$ cat src/rtl/fetch_pkg.sv
// Shared types and constants for the instruction-fetch stage.
package fetch_pkg;

  localparam int          FETCH_DEPTH = 2;
  localparam logic [1:0]  FETCH_FULL  = 2'(FETCH_DEPTH);
  localparam logic [31:0] PC_INC      = 32'd4;

  typedef struct packed {
    logic [31:0] pc;
    logic [31:0] instr;
  } fetch_entry_t;

endpackage

$ cat src/rtl/fetch_buffer.sv
// Two-entry FIFO of fetched {pc, instr} pairs. Entry 0 is always the head,
// so the head is a plain register and never shows X.
module fetch_buffer
  import fetch_pkg::*;
(
  input  logic         clk_i,
  input  logic         rst_ni,
  input  logic         push_i,
  input  logic         pop_i,
  input  logic         flush_i,
  input  fetch_entry_t push_entry_i,
  output logic [1:0]   count_o,
  output fetch_entry_t head_o
);

  fetch_entry_t [FETCH_DEPTH-1:0] ent_q, ent_d;
  logic [1:0] cnt_q, cnt_d;
  logic       wr_idx;

  // With a pop the slots shift down first, so the tail write lands one lower.
  assign wr_idx = pop_i ? cnt_q[1] : cnt_q[0];

  always_comb begin
    ent_d = ent_q;
    cnt_d = cnt_q;
    if (flush_i) begin
      cnt_d = '0;
    end else begin
      if (pop_i) ent_d[0] = ent_q[1];
      if (push_i) ent_d[wr_idx] = push_entry_i;
      case ({push_i, pop_i})
        2'b10:   cnt_d = cnt_q + 2'd1;
        2'b01:   cnt_d = cnt_q - 2'd1;
        default: cnt_d = cnt_q;
      endcase
    end
  end

  always_ff @(posedge clk_i or negedge rst_ni) begin
    if (!rst_ni) begin
      ent_q <= '0;
      cnt_q <= '0;
    end else begin
      ent_q <= ent_d;
      cnt_q <= cnt_d;
    end
  end

  assign count_o = cnt_q;
  assign head_o  = ent_q[0];

endmodule

$ cat src/rtl/fetch_stage.sv
// Instruction fetch: PC register, fetch enable and a 2-entry decoupling buffer.
// Optional FETCH_MISALIGN_CHECK_EN blocks fetch after a misaligned redirect.
module fetch_stage
  import fetch_pkg::*;
#(
  parameter int          IMEM_W   = 14,
  parameter logic [31:0] RESET_PC = 32'h0000_0000
) (
  input  logic              clk_i,
  input  logic              rst_ni,
  output logic [IMEM_W-1:0] imem_addr_o,
  input  logic [31:0]       imem_rdata_i,
  input  logic              redirect_i,
  input  logic [31:0]       redirect_pc_i,
  output logic              id_valid_o,
  input  logic              id_ready_i,
  output logic [31:0]       id_instr_o,
  output logic [31:0]       id_pc_o,
  output logic              fetch_misalign_o
);

  logic [31:0]  pc_q, pc_d;
  logic [1:0]   count;
  logic         pop, fetch_en, fetch_blk;
  fetch_entry_t push_entry, head;

`ifdef FETCH_MISALIGN_CHECK_EN
  logic misalign_q;

  // Sticky until the next redirect, which re-evaluates the target alignment.
  always_ff @(posedge clk_i or negedge rst_ni) begin
    if (!rst_ni)         misalign_q <= 1'b0;
    else if (redirect_i) misalign_q <= |redirect_pc_i[1:0];
  end

  assign fetch_blk = misalign_q;
`else
  assign fetch_blk = 1'b0;
`endif

  assign fetch_misalign_o = fetch_blk;

  assign pop      = id_valid_o & id_ready_i;
  assign fetch_en = ~redirect_i & ~fetch_blk & ((count != FETCH_FULL) | pop);

  always_comb begin
    pc_d = pc_q;
    if (redirect_i)    pc_d = redirect_pc_i;
    else if (fetch_en) pc_d = pc_q + PC_INC;
  end

  always_ff @(posedge clk_i or negedge rst_ni) begin
    if (!rst_ni) pc_q <= RESET_PC;
    else         pc_q <= pc_d;
  end

  assign push_entry.pc    = pc_q;
  assign push_entry.instr = imem_rdata_i;

  // A redirect flushes; pop and push are both suppressed by that flush.
  fetch_buffer u_buf (
    .clk_i        (clk_i),
    .rst_ni       (rst_ni),
    .push_i       (fetch_en),
    .pop_i        (pop),
    .flush_i      (redirect_i),
    .push_entry_i (push_entry),
    .count_o      (count),
    .head_o       (head)
  );

  assign imem_addr_o = pc_q[IMEM_W-1:0];
  assign id_valid_o  = (count != 2'd0);
  assign id_instr_o  = head.instr;
  assign id_pc_o     = head.pc;

endmodule

$ cat config.mk
export PLATFORM = sky130hd
export DESIGN_NAME = fetch_stage
export DESIGN_NICKNAME = d
export VERILOG_FILES = /design/src/rtl/fetch_pkg.sv /design/src/rtl/fetch_buffer.sv /design/src/rtl/fetch_stage.sv
export SDC_FILE = /design/constraint.sdc
export NUM_CORES = 1
export LEC_CHECK = 0
export ABC_CLOCK_PERIOD_IN_PS = 2660
export BUFFER_PORTS_ARGS = -buffer_cell sky130_fd_sc_hd__buf_2
export CAP_MARGIN = 20
export CORE_MARGIN = 3
export CORE_UTILIZATION = 30
export CTS_CLUSTER_SIZE = 28
export DETAILED_ROUTE_END_ITERATION = 10
export GPL_ROUTABILITY_DRIVEN = 0
export GPL_TIMING_DRIVEN = 0
export HOLD_SLACK_MARGIN = 0.15
export MAX_ROUTING_LAYER = met4
export PLACE_DENSITY_LB_ADDON = 0.08
export SLEW_MARGIN = 20
export SYNTH_ARGS = -nofsm -noshare
export SYNTH_HDL_FRONTEND = slang
export SYNTH_SLANG_ARGS = --single-unit
$ cat constraint.sdc
create_clock -name clk_i -period 2.66 [get_ports clk_i]
set_clock_uncertainty 0.2 [all_clocks]
set_input_delay 0.399 -clock clk_i [delete_from_list [all_inputs] [get_ports clk_i]]
set_output_delay 0.399 -clock clk_i [all_outputs]
set_load 0.02 [all_outputs]
# After elaboration in Yosys (flattened, before gate mapping)
# Index checks and enable logic that the tools add are counted.
# totals
in_bits	68
reg_bits	162
# op_classes
n_lt_le_gt_ge	2
bitwise	4
n_mux	11
eq_ne	3
addsub	3
reduce_logical	5
# op_table
op	n
$mux W64	4
$bwmux W128	1
$demux W64 S1	1
$mux W32	2
$add A32 B3 Y32 const B	1
$pmux W2 S2	1
$reduce_bool A2 Y1	2
$reduce_bool A3 Y1	1
$add A2 B1 Y2 const B	1
$and A1 B1 Y1	2
$eq A2 B1 Y1 const B	1
$eq A2 B2 Y1 const B	1
$lt A1 B2 Y1 const B	1
$mux W2	1
$ne A2 B2 Y1 const B	1
$reduce_and A2 Y1	1
$sub A2 B1 Y2 const B	1
$ge A1 B1 Y1 const B	1
$logic_and A1 B1 Y1	1
$mux W1	1
$not A1 Y1	1
$or A1 B1 Y1	1

# Longest topological paths before layout
# depth
word_depth	9
depth_mapped	8
mapped_depth_nobuf	6

# Modules after synthesis
# From an unflattened synthesis, not the netlist that was laid out.
# unflattened
hier_cells	642
area_unflattened_um2	7907.6
# by_module_without_submodules
mod	cells_per_inst	area_per_inst_um2	n_inst
fetch_buffer	437	6035.8	1
fetch_stage	205	1871.8	1

# Worst setup path before layout
# No wires, ideal clock.
# synth_path
kind	register to register
startpoint	reg u_buf.cnt_q[1] (netlist: u_buf.count_o[1])
endpoint	reg pc_q[28]
setup_slack_ns	0.589
arrival_time_ns	1.746
stages_incl_launch_ff	8
t_required_ns	2.335
path_buffers	2
synth_period_minus_slack_ns	2.071
cell_sequence	dfrtp_1 buf_6 nor3b_4 or3_1 buf_6 nor4_4 xor2_1 mux2_2
# synth_via
elab_chain_len	5
elab_cells_between_ends	6
# synth_lines
element	line_no	rtl
start, declared	fetch_buffer.sv:17	logic [1:0] cnt_q, cnt_d;
start signal, assigned	fetch_buffer.sv:45	cnt_q <= cnt_d;
$reduce_bool A2 Y1	fetch_stage.sv:73	assign id_valid_o = (count != 2'd0);
$and A1 B1 Y1	fetch_stage.sv:43	assign pop = id_valid_o & id_ready_i;
$or A1 B1 Y1 *	fetch_stage.sv:44	assign fetch_en = ~redirect_i & ~fetch_blk & ((count != FETCH_FULL) | pop);
$and A1 B1 Y1 *	fetch_stage.sv:44	
$reduce_bool A2 Y1 (no source line) *	n/a	
end signal, assigned	fetch_stage.sv:54	else pc_q <= pc_d;
end, declared	fetch_stage.sv:22	logic [31:0] pc_q, pc_d;
# Every way passes the cells marked *; elsewhere a longest branch is shown, timed or not.
# A chain may end at the register's enable or synchronous reset.

# Worst setup path after layout
# layout_path
startpoint	reg u_buf.cnt_q[1] (netlist: u_buf.count_o[1])
endpoint	reg u_buf.ent_q (netlist bit u_buf.head_o[17])
# layout_via
elab_chain_len	9
elab_cells_between_ends	15
# layout_lines
element	line_no	rtl
$reduce_bool A2 Y1	fetch_stage.sv:73	
$and A1 B1 Y1	fetch_stage.sv:43	
$mux W1	fetch_buffer.sv:21	assign wr_idx = pop_i ? cnt_q[1] : cnt_q[0];
$lt A1 B2 Y1 (not written as such) / $ge A1 B1 Y1 (equally long branches)	fetch_buffer.sv:30	if (push_i) ent_d[wr_idx] = push_entry_i;
$logic_and A1 B1 Y1 (not written as such)	fetch_buffer.sv:30	
$mux W64 (not written as such)	fetch_buffer.sv:30	
$demux W64 S1	n/a	
$bwmux W128	fetch_buffer.sv:30	
$mux W64 *	fetch_buffer.sv:30	
end signal, assigned	fetch_buffer.sv:44	ent_q <= ent_d;
end, declared	fetch_buffer.sv:16	fetch_entry_t [FETCH_DEPTH-1:0] ent_q, ent_d;
# Every way passes the cells marked *; elsewhere a longest branch is shown, timed or not. The select of a mux whose other input is x is not followed.

==> metrics.yaml <==
clocking:
  clock_tree.buffer_depth: 2
  cts.reportedPaths.clkPinSlew_ns: 0.06
  numClockSinks: 162
  worstSkewPairLatency_ns: 0.42
  cts_buf_count: 17
  post_cts_buffers: 0
  deepest_level_of_the_cts_h_tree: 4
  cts-root-buf: "sky130_fd_sc_hd__clkbuf_16"
  cts_tree: "yes"
logic_synthesis:
  share_of_the_synthesized_area_in_the_top_cell_type_pct: 53.0
  portion_of_netlist_area_occupied_by_mux_cells_pct: 11.7
  synth_top_family_by_area: "buffers and inverters"
  synth.cells.most_frequent: "sky130_fd_sc_hd__dfrtp_1 (162), sky130_fd_sc_hd__buf_4 (79), sky130_fd_sc_hd__mux2_2 (64)"
  synth-warning-count: 0
  synth_cell_type_count: 46
  synth_ff_type: "sky130_fd_sc_hd__dfrtp_1"
  synth_compound_gate_area_share_pct: 10.6
  netlist_instances: 669
  synthDominantAreaCellType: "sky130_fd_sc_hd__dfrtp_1"
  synth_simple_gate_area_share_pct: 8.59
  synthAdderAreaFrac_pct: 0.164
  synthXorXnorAreaFrac_pct: 3.21
  synth_area_um2: 7650
  flops_latches_synth: 162
  post-synth-top-count-cell: "sky130_fd_sc_hd__dfrtp_1"
  synth.area.top_cells: "sky130_fd_sc_hd__dfrtp_1 (53%), sky130_fd_sc_hd__mux2_2 (9.4%), sky130_fd_sc_hd__buf_4 (7.8%), sky130_fd_sc_hd__a222oi_1 (6.3%), sky130_fd_sc_hd__inv_1 (2.6%)"
  async_reset_ff_share_pct: 100
  syn_nets: 738
  yosysSeqAreaShare_pct: 53.0
  synth.avg_cell_area_um2: 11.4
  synth-edff-count: 0
cells_and_area:
  layout.nets: 969
  post_route_cells_drive_above_1_share_pct: 37.8
  final_cell_count_no_fill: 1236
  area.growth.synth_to_final_pct: 32.1
  fillers: 2453
  design_area_um2: 10100
critical_path:
  worst_r2r_path_depth: 7
  worst_ep_arrival_time_ns: 2.63
  worstPathMaxFanout: 10
  worst-path-stages: 7
  reg2reg_to: "u_buf.head_o[17]"
  setup.worst_path.end_class: "flop"
  worst_r2r_startpoint: "u_buf.count_o[1]"
  timing.critical_path.from_type: "flop"
  worstPathBufferInverterCount: 4
  path_cells: "buf_6 -> nand2_1 -> nor2_1 -> clkbuf_1 -> clkbuf_1 -> a222oi_1 -> inv_1"
  timing.critical_path.slowest_stage_cell: "sky130_fd_sc_hd__clkbuf_1"
  path_class: "flop to flop"
  crit_path_frequent_cell: "sky130_fd_sc_hd__clkbuf_1"
  timing.critical_path.required_ns: 2.82
  worst_path_dominant_cell_family: "buffers and inverters"
  critical_path.max_stage_delay_ns: 0.56
  worst-r2r-setup-slack_ns: 0.19
drt:
  drt_first_iter_violations: 512
  dr.pass1.iters: 7
  route.detailed.drc: 0
  via_count: 5853
  route.detailed.vias_per_inst: 4.74
  postRouteAntennaNets: 0
  routed_wl_um: 21000
  wl_per_cell_um: 17.0
die:
  fp.coreArea_um2: 24700
  die-width_um: 166
  die-height_um: 166
  core.rowCount: 57
  design.die.area_um2: 27400
  initial_utilization_pct: 31.0
  io-pin-count: 148
global_route:
  global_route.usage.total_pct: 15.9
  grt_first_pass_wirelength_um: 33900
  grt_max_degree: 89
  globalRouteOverflowTotal: 0
  first_global_vias: 6120
  antenna_found_initial: 1
sta:
  report.final.hold_viol_count: 0
  period_minus_slack_ns: 2.47
  maxSlewHeadroom_pct: 51.4
  layout_setup_ws_ns: 0.193
  highest_clock_frequency_the_design_can_meet_mhz: 405
  finalCritPeriodShare_pct: 92.7
  final.setup.tns_ns: 0
  number_of_slew_limit_violations_in_the_final_report: 0
  rsz0062_at_grt: "no"
  finalSetupViolCount: 0
  timing_worst_slew_pin_value_ns: 0.728
placement:
  detailedPlace.worstSlack_ns: -0.0324
  place_inst: 1140
  dpl-instance-area_um2: 8850
  numPortBuffers: 145
  dp_hpwl_um: 14800
power:
  power_frac_clock_pct: 32.1
  power.static_leakage_nw: 4.81
  power.density_nw_per_um2: 763
  power.switching_fraction_pct: 29.0
  pwr-share-comb_pct: 24.2
  sequentialPowerShare_pct: 43.7
  internal-power_w: 0.00547
  finalPower_w: 0.00771
  p_sw_w: 0.00224
  ir_drop_mv: 0.348
hold_path:
  hp-class: "primary input to asynchronous set/reset pin"
run_status:
  status: "finished clean"
run:
  max-cap-violations: 0
[how the worst max path moves through the flow]
stage,from,end,slack (ns)
after global placement,rst_ni,u_buf.ent_q[81],-1.58
after global routing,u_buf.count_o[1],u_buf.head_o[23],0.03
after detailed placement,id_ready_i,u_buf.ent_q[101],-0.03
after CTS,u_buf.count_o[0],u_buf.ent_q[101],0.12
final,u_buf.count_o[1],u_buf.head_o[17],0.19
after floorplan,u_buf.count_o[1],pc_q[28],0.59
[per-layer routing]
layer  share of wire [%]  GRT usage, %
met1                  45          20.7
met2                  49          25.2
met4                 1.4          4.81
met5                   0             -
met3                 4.5          3.12
[flip-flops by register name, indices dropped and copies added (netlist names)]
register	flops
pc_q	32
u_buf.count_o	2
u_buf.ent_q	64
u_buf.head_o	64
[layout make-up]
cell class | count | area [um2] | area share, %
clock inverters | 10 | 136 | 1.35
well taps | 324 | 405 | 4.01
flip-flops and latches | 162 | 4050 | 40.1
plain buffers | 116 | 762 | 7.54
clock buffers | 20 | 447 | 4.42
multi-input cells | 337 | 2650 | 26.2
inverters | 54 | 203 | 2.01
diodes | 1 | 2.50 | 0.0248
repair buffers | 212 | 1440 | 14.3
[logic make-up after synthesis]
family | after synthesis
fa+ha+maj | 1
buf+inv | 170
simple gates | 123
xor+xnor | 28
flops | 162
mux | 81
compound gates | 103
other cells | 1
[timing repair]
action / in CTS / in global routing
gates resized for setup: 0 / 2
endpoints found under the hold margin: 189 / 0
endpoints found under the setup margin: 0 / 61
hold buffers: 65 / 0
[stage by stage]
step	hold WS, ns	utilization (%)
floorplan	-0.0966	-
global placement	0.267	35.6
detailed placement	0.0277	35.9
CTS	0.170	40.9
global route	0.186	40.9
finish	0.192	40.9
[power groups by stage]
stage / registers [W] / logic, W / clock network [W]
2_1_floorplan: 0.00329 / 0.00132 / 0
3_3_place_gp: 0.00337 / 0.00177 / 0
3_5_place_dp: 0.00341 / 0.00182 / 0
4_1_cts: 0.00337 / 0.00190 / 0.00255
5_1_grt: 0.00344 / 0.00205 / 0.00266
6_report: 0.00337 / 0.00187 / 0.00247
[placed cells by master (no fill, tap or decap), types with 9 or more instances in the layout]
master / count
sky130_fd_sc_hd__mux2i_1: 12
sky130_fd_sc_hd__o22a_1: 9
sky130_fd_sc_hd__and3_1: 10
sky130_fd_sc_hd__nand3_1: 9
sky130_fd_sc_hd__o21ai_0: 24
sky130_fd_sc_hd__nand2_1: 36
sky130_fd_sc_hd__a21oi_1: 9
sky130_fd_sc_hd__nand4_1: 10
sky130_fd_sc_hd__dlygate4sd3_1: 65
sky130_fd_sc_hd__buf_2: 156
sky130_fd_sc_hd__xnor2_1: 18
sky130_fd_sc_hd__clkbuf_1: 23
sky130_fd_sc_hd__xor2_1: 10
sky130_fd_sc_hd__buf_4: 79
sky130_fd_sc_hd__nor2_1: 27
sky130_fd_sc_hd__a222oi_1: 48
sky130_fd_sc_hd__inv_1: 53
sky130_fd_sc_hd__clkbuf_16: 17
sky130_fd_sc_hd__dfrtp_1: 162
sky130_fd_sc_hd__mux2_2: 64
(Power assumes the default switching activity.)
